===== src/rtl/pending_encoder_32x5.sv =====
// Sequential 32-to-5 pending encoder.
// Captures a multi-hot request vector and emits the index of each set bit,
// lowest first, over a valid/ready handshake. A registered done pulse marks
// the end of each vector, including a loaded all-zero vector.
module pending_encoder_32x5 #(
   parameter int INPUT_WIDTH = 32,
   parameter int INDEX_WIDTH = $clog2(INPUT_WIDTH)
) (
   input  logic                   clk_i,
   input  logic                   rst_ni,
   input  logic                   load_i,
   input  logic [INPUT_WIDTH-1:0] vec_i,
   input  logic                   flush_i,
   input  logic                   ready_i,
   output logic                   valid_o,
   output logic [INDEX_WIDTH-1:0] idx_o,
   output logic                   busy_o,
   output logic                   done_o,
   output logic [INDEX_WIDTH:0]   remaining_o
);

   typedef enum logic {
      IDLE = 1'b0,
      EMIT = 1'b1
   } state_e;

   state_e                 state_q, state_d;
   logic [INPUT_WIDTH-1:0] pending_q, pending_d;
   logic                   done_q, done_d;

   logic [INDEX_WIDTH-1:0] lowestIdx;
   logic [INDEX_WIDTH:0]   popCount;
   logic                   emitting;

   assign emitting = (state_q == EMIT);

   // Priority encoder: scanning from the top lets the lowest set bit win.
   always_comb begin
      lowestIdx = '0;
      for (int i = INPUT_WIDTH - 1; i >= 0; i--) begin
         if (pending_q[i]) begin
            lowestIdx = INDEX_WIDTH'(i);
         end
      end
   end

   // Population count of the bits still waiting to be emitted.
   always_comb begin
      popCount = '0;
      for (int i = 0; i < INPUT_WIDTH; i++) begin
         popCount = popCount + (INDEX_WIDTH + 1)'(pending_q[i]);
      end
   end

   // Next-state logic; flush overrides load and handshake, and a handshake
   // clears the lowest set bit with the x & (x-1) trick.
   always_comb begin
      state_d   = state_q;
      pending_d = pending_q;
      done_d    = 1'b0;
      if (flush_i) begin
         state_d   = IDLE;
         pending_d = '0;
      end else begin
         case (state_q)
            IDLE: begin
               if (load_i) begin
                  if (vec_i != '0) begin
                     pending_d = vec_i;
                     state_d   = EMIT;
                  end else begin
                     done_d = 1'b1;
                  end
               end
            end
            EMIT: begin
               if (ready_i) begin
                  pending_d = pending_q & (pending_q - INPUT_WIDTH'(1));
                  if (pending_d == '0) begin
                     state_d = IDLE;
                     done_d  = 1'b1;
                  end
               end
            end
            default: begin
               state_d   = IDLE;
               pending_d = '0;
            end
         endcase
      end
   end

   // State, pending vector and done pulse registers.
   always_ff @(posedge clk_i or negedge rst_ni) begin
      if (!rst_ni) begin
         state_q   <= IDLE;
         pending_q <= '0;
         done_q    <= 1'b0;
      end else begin
         state_q   <= state_d;
         pending_q <= pending_d;
         done_q    <= done_d;
      end
   end

   assign valid_o     = emitting;
   assign busy_o      = emitting;
   assign idx_o       = emitting ? lowestIdx : '0;
   assign remaining_o = emitting ? popCount : '0;
   assign done_o      = done_q;

endmodule

===== config.mk =====
export PLATFORM = sky130hd
export DESIGN_NAME = pending_encoder_32x5
export DESIGN_NICKNAME = d
export VERILOG_FILES = /design/src/rtl/pending_encoder_32x5.sv
export SDC_FILE = /design/constraint.sdc
export NUM_CORES = 1
export LEC_CHECK = 0
export CAP_MARGIN = 20
export CORE_MARGIN = 1
export CORE_UTILIZATION = 50
export DETAILED_ROUTE_END_ITERATION = 10
export PLACE_DENSITY = 0.84
export SKIP_CTS_REPAIR_TIMING = 1
export SYNTH_ARGS = -nofsm -noshare
export SYNTH_HDL_FRONTEND = slang
export SYNTH_SLANG_ARGS = --single-unit

===== constraint.sdc =====
create_clock -name clk_i -period 4.7 [get_ports clk_i]
set_input_delay 0.47 -clock clk_i [delete_from_list [all_inputs] [get_ports clk_i]]
set_output_delay 0.47 -clock clk_i [all_outputs]
set_load 0.01 [all_outputs]

* Word level (Yosys, flattened, before mapping)
Index checks and enable logic that the tools add are counted.
** Storage, ports and cells
- Memories :: 0
- Output and inout bits :: 14
- Memory bits (writable) :: 0
- ROM bits :: 0
- Word-level logic and storage cells :: 94
- Register bits after elaboration :: 34
- Bits in latches :: 0
** Operators by class
- Reductions and logical operators :: 3
- Mux-type cells :: 51
- Divide/modulo/power cells :: 0
- Magnitude comparators :: 0
- Shifts and indexed selects :: 0
- Add/subtract/negate cells :: 32
- Bitwise gates (word level) :: 2
- $mul :: 0
- Equal/unequal tests :: 3
** Operators with widths (count)
- $mux 5 :: 33
- $add 6x1->6 :: 26
- $mux 32 :: 4
- $pmux 32 s2 :: 1
- $and 32x32->32 :: 1
- $logic_not 32->1 :: 1
- $reduce_bool 32->1 :: 1
- $sub 32x1->32 const B :: 1
- $mux 1 :: 10
- $ne 3x3->1 const B :: 3
- $add 5x1->6 :: 1
- $mux 6 :: 1
- $add 4x1->5 :: 1
- $add 3x1->4 :: 1
- $pmux 1 s2 :: 2
- $add 2x1->3 :: 1
- $reduce_and 3->1 :: 1
- $add 1x1->2 :: 1
- $not 1->1 :: 1

* Logic depth before layout (Yosys ltp)
- Word-level depth :: 33
- Mapped depth :: 16
- Depth with buffers taken out :: 16

* Worst setup path after synthesis
No wires, ideal clock.
- Kind :: register to output
- Start :: reg pending_q[17]
- End :: out remaining_o[4]
- Data required time :: 4230 ps
- Cell stages (with the launch flop) :: 17
- Path slack :: -432 ps
- Path buffers :: 0
- Data arrival time :: 4662 ps
- Cell sequence :: dfrtp_1 > fa_1 > inv_1 > fa_1 > inv_1 > fa_1 > inv_1 > fa_1 > fa_1 > fa_1 > inv_1 > ha_1 > fa_1 > a21o_1 > a21oi_1 > xor2_1 > nor2_1
** On the way
- Longest elaborated chain between the ends :: 16
** Ends and longest elaborated chain
- start, declared :: RTL line 28 : logic [INPUT_WIDTH-1:0] pending_q, pending_d;
- start signal, assigned :: RTL line 101 : pending_q <= pending_d;
- $add 6x1->6 (15 in series) :: RTL line 51 : popCount = popCount + (INDEX_WIDTH + 1)'(pending_q[i]);
- $mux 6 :: RTL line 109 : assign remaining_o = emitting ? popCount : '0;
- end, declared :: RTL line 19 : output logic [INDEX_WIDTH:0] remaining_o
No other way between the ends.

* Worst setup path after layout
- Start :: reg pending_q[21]
- End :: out remaining_o[4]
** On the way
- Longest elaborated chain between the ends :: 12
** Ends and longest elaborated chain (RTL line)
- $add 6x1->6 (11 in series) :: 51
- $mux 6 :: 109
No other way between the ends.

==> flow_summary.json <==
{
  "drt-total-wl_um": 11200,
  "synth_edf_count": 0,
  "first_global_vias": 3317,
  "die_w_um": 82.7,
  "cp_slowest_cell": "fa_2",
  "syn_nets": 438,
  "fin_cells": 527,
  "routedWlPerCell_um": 21.2,
  "clock_latency_ns": 0.30,
  "first_pass_iters": 6,
  "min_period_over_period": 1.18,
  "criticalPathCategory": "flop to output pin",
  "synth_top_area_frac": 0.262,
  "synthTopCellsByCount": "inv_1, dfrtp_1, o21ai_0",
  "yosys.cell_count.top_type": "inv_1",
  "core_area_mm2": 0.00631,
  "path_max_fanout": 2,
  "slew_headroom": 0.328,
  "holdWs_ns": 0.577,
  "dpl_cell_area_mm2": 0.00411,
  "clock_path_buffers": 2,
  "yosysWarnings": 0,
  "syn2layout_area_growth_pct": 29.8,
  "violations": "negative setup slack",
  "grt_overflow": 0,
  "worstSetupStartpoint": "pending_q[21]",
  "yosysSeqAreaShare": 0.262,
  "drt-initial-drc-count": 506,
  "cts_buffers": 5,
  "fp.dieH_um": 82.7,
  "htreeDepth": 2,
  "required_ns": 4.23,
  "clkTransAtPathRegs_ns": 0.08,
  "die_area_mm2": 0.00683,
  "drc": 0,
  "power_w": 0.00202,
  "num_vias": 3478,
  "yosys_register_bits": 34,
  "cp-end-kind": "output pin",
  "synth_area_leaders": "dfrtp_1, fa_1, inv_1",
  "insertedDiodeCount": 0,
  "final_nets": 519,
  "io_buffer_count": 50,
  "grt_first_pass_wirelength_um": 17500,
  "worstMarginPinSlew_ns": 1.00,
  "yosysUniqueCellTypes": 63,
  "finalMaxSlewViolations": 0,
  "yosys_most_used_dff": "dfrtp_1",
  "drv_cap": 0,
  "drtAntennaViolNets": 0,
  "skew_ns": 0.0120,
  "rsz0062_at_grt": "yes",
  "slowest_delay_ns": 0.57,
  "root_buffer": "clkbuf_8",
  "crit_chain": "fa_1 -> inv_2 -> fa_1 -> inv_2 -> fa_1 -> inv_2 -> fa_2 -> fa_2 -> fa_1 -> inv_2 -> ha_4 -> fa_2 -> a21o_1 -> a21oi_2 -> xor2_1 -> nor2_1 -> buf_2",
  "worst_slack_ns": -0.869,
  "path_delay_family": "adder cells",
  "synth_compound_area_frac": 0.243,
  "dp_cells": 519,
  "postSynthCellCount": 368,
  "arrival_ns": 5.10,
  "fmaxAchievable_mhz": 180,
  "boundaryPins": 51,
  "synth_top_area_cell": "dfrtp_1",
  "min_path_type": "primary input to async pin",
  "synthMuxAreaShare": 0.0131,
  "vdd_drop_max_uv": 853,
  "period_minus_slack_ns": 5.57,
  "worst-path-buf-inv": 5,
  "status": "complete, but fails checks",
  "rr_startpoint": "pending_q[0]",
  "syn_area_per_cell_um2": 8.84,
  "power.density_mw_per_mm2": 478,
  "synth-async-reset-ratio": 1.00,
  "vias_per_cell": 6.60,
  "cts.sinks": 34,
  "dp_hpwl_um": 8590,
  "p_leak_nw": 1.90,
  "grt_max_degree": 36,
  "crit_path_start_kind": "flop",
  "synth_xor_area_frac": 0.00538,
  "synth_top_family_by_area": "compound AO/OA/AOI/OAI gates",
  "routabilityCongestion": 0.956,
  "synth_area_mm2": 0.00325,
  "placementRows": 29,
  "synthAdderAreaFrac": 0.185,
  "cts_tree": "done",
  "track_usage": 0.361,
  "finalInstanceArea_mm2": 0.00422,
  "synthSimpleGateAreaFrac": 0.223,
  "start_util": 0.515,
  "setup_viol": 6,
  "hold_violations": 0,
  "layout-drive-gt1-share": 0.204,
  "antenna_found_initial": 0
}
[layer usage]
| metal | GRT usage | part of all wire | vias to the layer above |
|---|---|---|---|
| li1 | - | - | 1521 |
| met1 | 0.492 | 0.40 | 1662 |
| met2 | 0.526 | 0.44 | 237 |
| met3 | 0.100 | 0.11 | 58 |
| met4 | 0.174 | 0.045 | 0 |
| met5 | 0 | 0 | - |
[cell usage in the layout, fill, tap and decap left out, types with 3 or more instances in the layout]
cell type | synthesis | final
o21ai_0 | 27 | 27
a21oi_1 | 14 | 12
ha_1 | 9 | 8
clkdlybuf4s50_1 | 0 | 44
a21o_1 | 6 | 6
fa_2 | 0 | 4
nand2_1 | 22 | 22
nor2_1 | 26 | 26
nand4_1 | 3 | 3
inv_1 | 37 | 29
o31ai_1 | 4 | 4
or3_1 | 4 | 4
clkbuf_8 | 0 | 6
a22o_1 | 13 | 13
a31oi_1 | 11 | 11
nor3_1 | 16 | 15
dfrtp_1 | 34 | 32
buf_4 | 1 | 42
nand2b_1 | 3 | 3
o22ai_1 | 10 | 10
nor4_1 | 17 | 17
fa_1 | 24 | 20
nor4_4 | 4 | 4
buf_2 | 1 | 3
and3_1 | 4 | 4
a211oi_1 | 3 | 3
inv_2 | 0 | 8
nand3_1 | 6 | 6
[flip-flops by register name (all words and copies together), names as in the netlist]
register and cells:
busy_o 1, done_o 1, pending_q 32
[logic make-up after synthesis]
logic type,Yosys count
compound gates,115
xor+xnor,2
fa+ha+maj,34
buf+inv,56
flops,34
mux,4
simple gates,123
[where the power goes]
part           internal, W  leakage [nW]  total (W)  switching [W]
Combinational     0.000700          1.40    0.00143       0.000731
Sequential        0.000319         0.448   0.000349      0.0000301
Clock             0.000118        0.0472   0.000237       0.000119
[layout make-up]
| class | instances | area, um2 |
|---|---|---|
| Multi-Input combinational cell | 278 | 2230 |
| Fill cell | 519 | 2090 |
| Sequential cell | 34 | 853 |
| Timing Repair Buffer | 92 | 806 |
| Inverter | 38 | 143 |
| Tap cell | 77 | 96.3 |
| Clock buffer | 6 | 82.6 |
| Clock inverter | 2 | 12.5 |
[stage by stage]
step           worst slack [ns]  setup TNS, ns   util
2_1_floorplan            -0.309         -0.599      -
3_3_place_gp             -0.768          -3.40  0.651
3_5_place_dp             -0.899          -3.96  0.651
4_1_cts                   -1.23          -5.94  0.666
5_1_grt                   -1.04          -4.46  0.669
6_report                 -0.869          -3.57  0.669
[worst paths after layout]
| path | end | slack, ns | cells past startpoint |
|---|---|---|---|
| setup / recovery | remaining_o[4] | -0.87 | 17 |
| hold / removal | done_o | 0.58 | 2 |
| setup reg to reg | busy_o | 1.58 | 10 |
| hold reg to reg | pending_q[9] | 0.66 | 2 |
| max in group asynchronous | pending_q[17] | 3.75 | 2 |
| min in group clk_i | pending_q[9] | 0.66 | 2 |
(Power assumes the default switching activity.)
==> RTL change, RTL diff (same settings) <==
Reset style: synchronous (`rst_ni`), changed in one clocked block.
--- a/src/rtl/pending_encoder_32x5.sv
+++ b/src/rtl/pending_encoder_32x5.sv
@@ -91,7 +91,7 @@
    end
 
    // State, pending vector and done pulse registers.
-   always_ff @(posedge clk_i or negedge rst_ni) begin
+   always_ff @(posedge clk_i) begin
       if (!rst_ni) begin
          state_q   <= IDLE;
          pending_q <= '0;
Behaviour: not the same (a bounded check fails within 4 cycles, from zero or initial values and one cycle with rst_ni low; the reset may be asserted at any time).
==> RTL change against the unedited design <==
- the flow still finishes with violations (negative setup slack)
- via count increased by 4.7%
- routed wire length shrank 2.8%
- critical path depth did not move
- cell area decreased by 4.2%
- sequential cell count unchanged
- clock skew is 0.0055 ns lower
- synthesized area shrank 2.2%
- setup slack gained 0.027 ns
- highest routed layer unchanged
Power is not compared: it rests on default switching activity, and its combinational part moved more than twofold at a synthesized area within 25%.
==> RTL change: results (changes against the unedited design) <==
Parameter                              Value

Run status
  Run status ... finished, violations left
  Violations in the final reports ... negative setup slack

Synthesis
  Top cells by area in the synthesized netlist ... sky130_fd_sc_hd__dfxtp_1 21%, sky130_fd_sc_hd__fa_1 15%, sky130_fd_sc_hd__a21oi_1 7.1%
  Synthesized-area fraction occupied by ao, oa, aoi and oai cells ... 0.256 (+0.0124)
  Register area share after synthesis ... 0.214 (-0.0477)
  Adder-cell area share of the yosys netlist ... 0.186 (+0.000936)
  Synth Area per Inst ... 7.51 um2 (-15%)
  Async set-or-reset flop fraction in the synthesized netlist ... 0 (-1.00)

Routing
  Post-detailed-route wirelength per cell ... 19.2 um (-9.5%)
  First-iteration detailed-routing DRC count ... 490 (-3.2%)
  Detail Route met3 WL ... 1170 um (-7.7%)
  Vias per Instance ... 6.44 (-2.5%)

Critical path
  Startpoint of the worst register-to-register path ... pending_q[0]
  Arrival time at the worst endpoint ... 5.07 ns (-0.03 ns)

Final layout
  Filler Cell Count ... 551 (+6.2%)
  Number of non-clock buffers in the layout ... 89 (-3.3%)
  Number of clock buffers in the layout ... 7 (+1)
  Area taken by flip-flops and latches ... 682 um2 (-20%)
  Post-layout instance count excluding filler cells ... 566 (+7.4%)
  Fraction of area in clock buffers and inverters ... 0.0189 (-0.00365)
  #MultiIn Comb ... 325 (+17%)
  Proportion of layout cells with a drive suffix above 1 ... 0.147 (-0.0578)

GRT
  Vias in the first global route ... 3234 (-2.5%)
  Global-route wire length before repair ... 16600 um (-5.5%)
  Global routing usage on met2 ... 0.531 (+0.00435)
  Maximum number of pins on one net before global-route repair ... 30 (-17%)

Timing
  Worst clock skew ... 0.00657 ns (-0.00546 ns)
  Final worst slack ... -0.842 ns (+0.0272 ns)
  Setup-failing EPs final ... 6 (unchanged)
  Relative max-transition margin ... 0.376 (+0.0488)
  Total negative setup slack ... -2.89 ns (+0.683 ns)
  Tightest hold margin ... 0.565 ns (-0.0120 ns)

Placement
  Area post-placement ... 0.00394 mm2 (-4.0%)
  HPWL after detailed placement ... 8440 um (-1.8%)
  Final weighted congestion in routability-driven placement ... 0.996 (+4.2%)
  Post-Place Setup Slack ... -0.833 ns (+0.0662 ns)
## RTL change: cell types whose count changed in the layout (fill, tap and decap cells not counted), sizes merged, moves of 7 or more
cell	delta
or4	+8
a22o	-12
a21oi	+31
nand2	+15
dfxtp	+34
a31oi	-9
dfrtp	-34
o21ai	+10
nor2	+9
o22ai	-7
## RTL change: worst paths after layout
| check | to | depth (start not counted) |
|---|---|---|
| worst max-delay path | remaining_o[4] | 17 |
| worst min-delay path | pending_q[4] | 2 |
| worst max register to register | done_o | 10 |
| worst min register to register | pending_q[4] | 2 |
## RTL change: power by group through the flow
stage          sequential, mW  clock (mW)  combinational, mW
2_1_floorplan           0.319           0              0.287
3_3_place_gp            0.317           0              0.439
3_5_place_dp            0.318           0              0.453
4_1_cts                 0.311       0.208              0.456
5_1_grt                 0.313       0.216              0.546
6_report                0.312       0.213              0.500
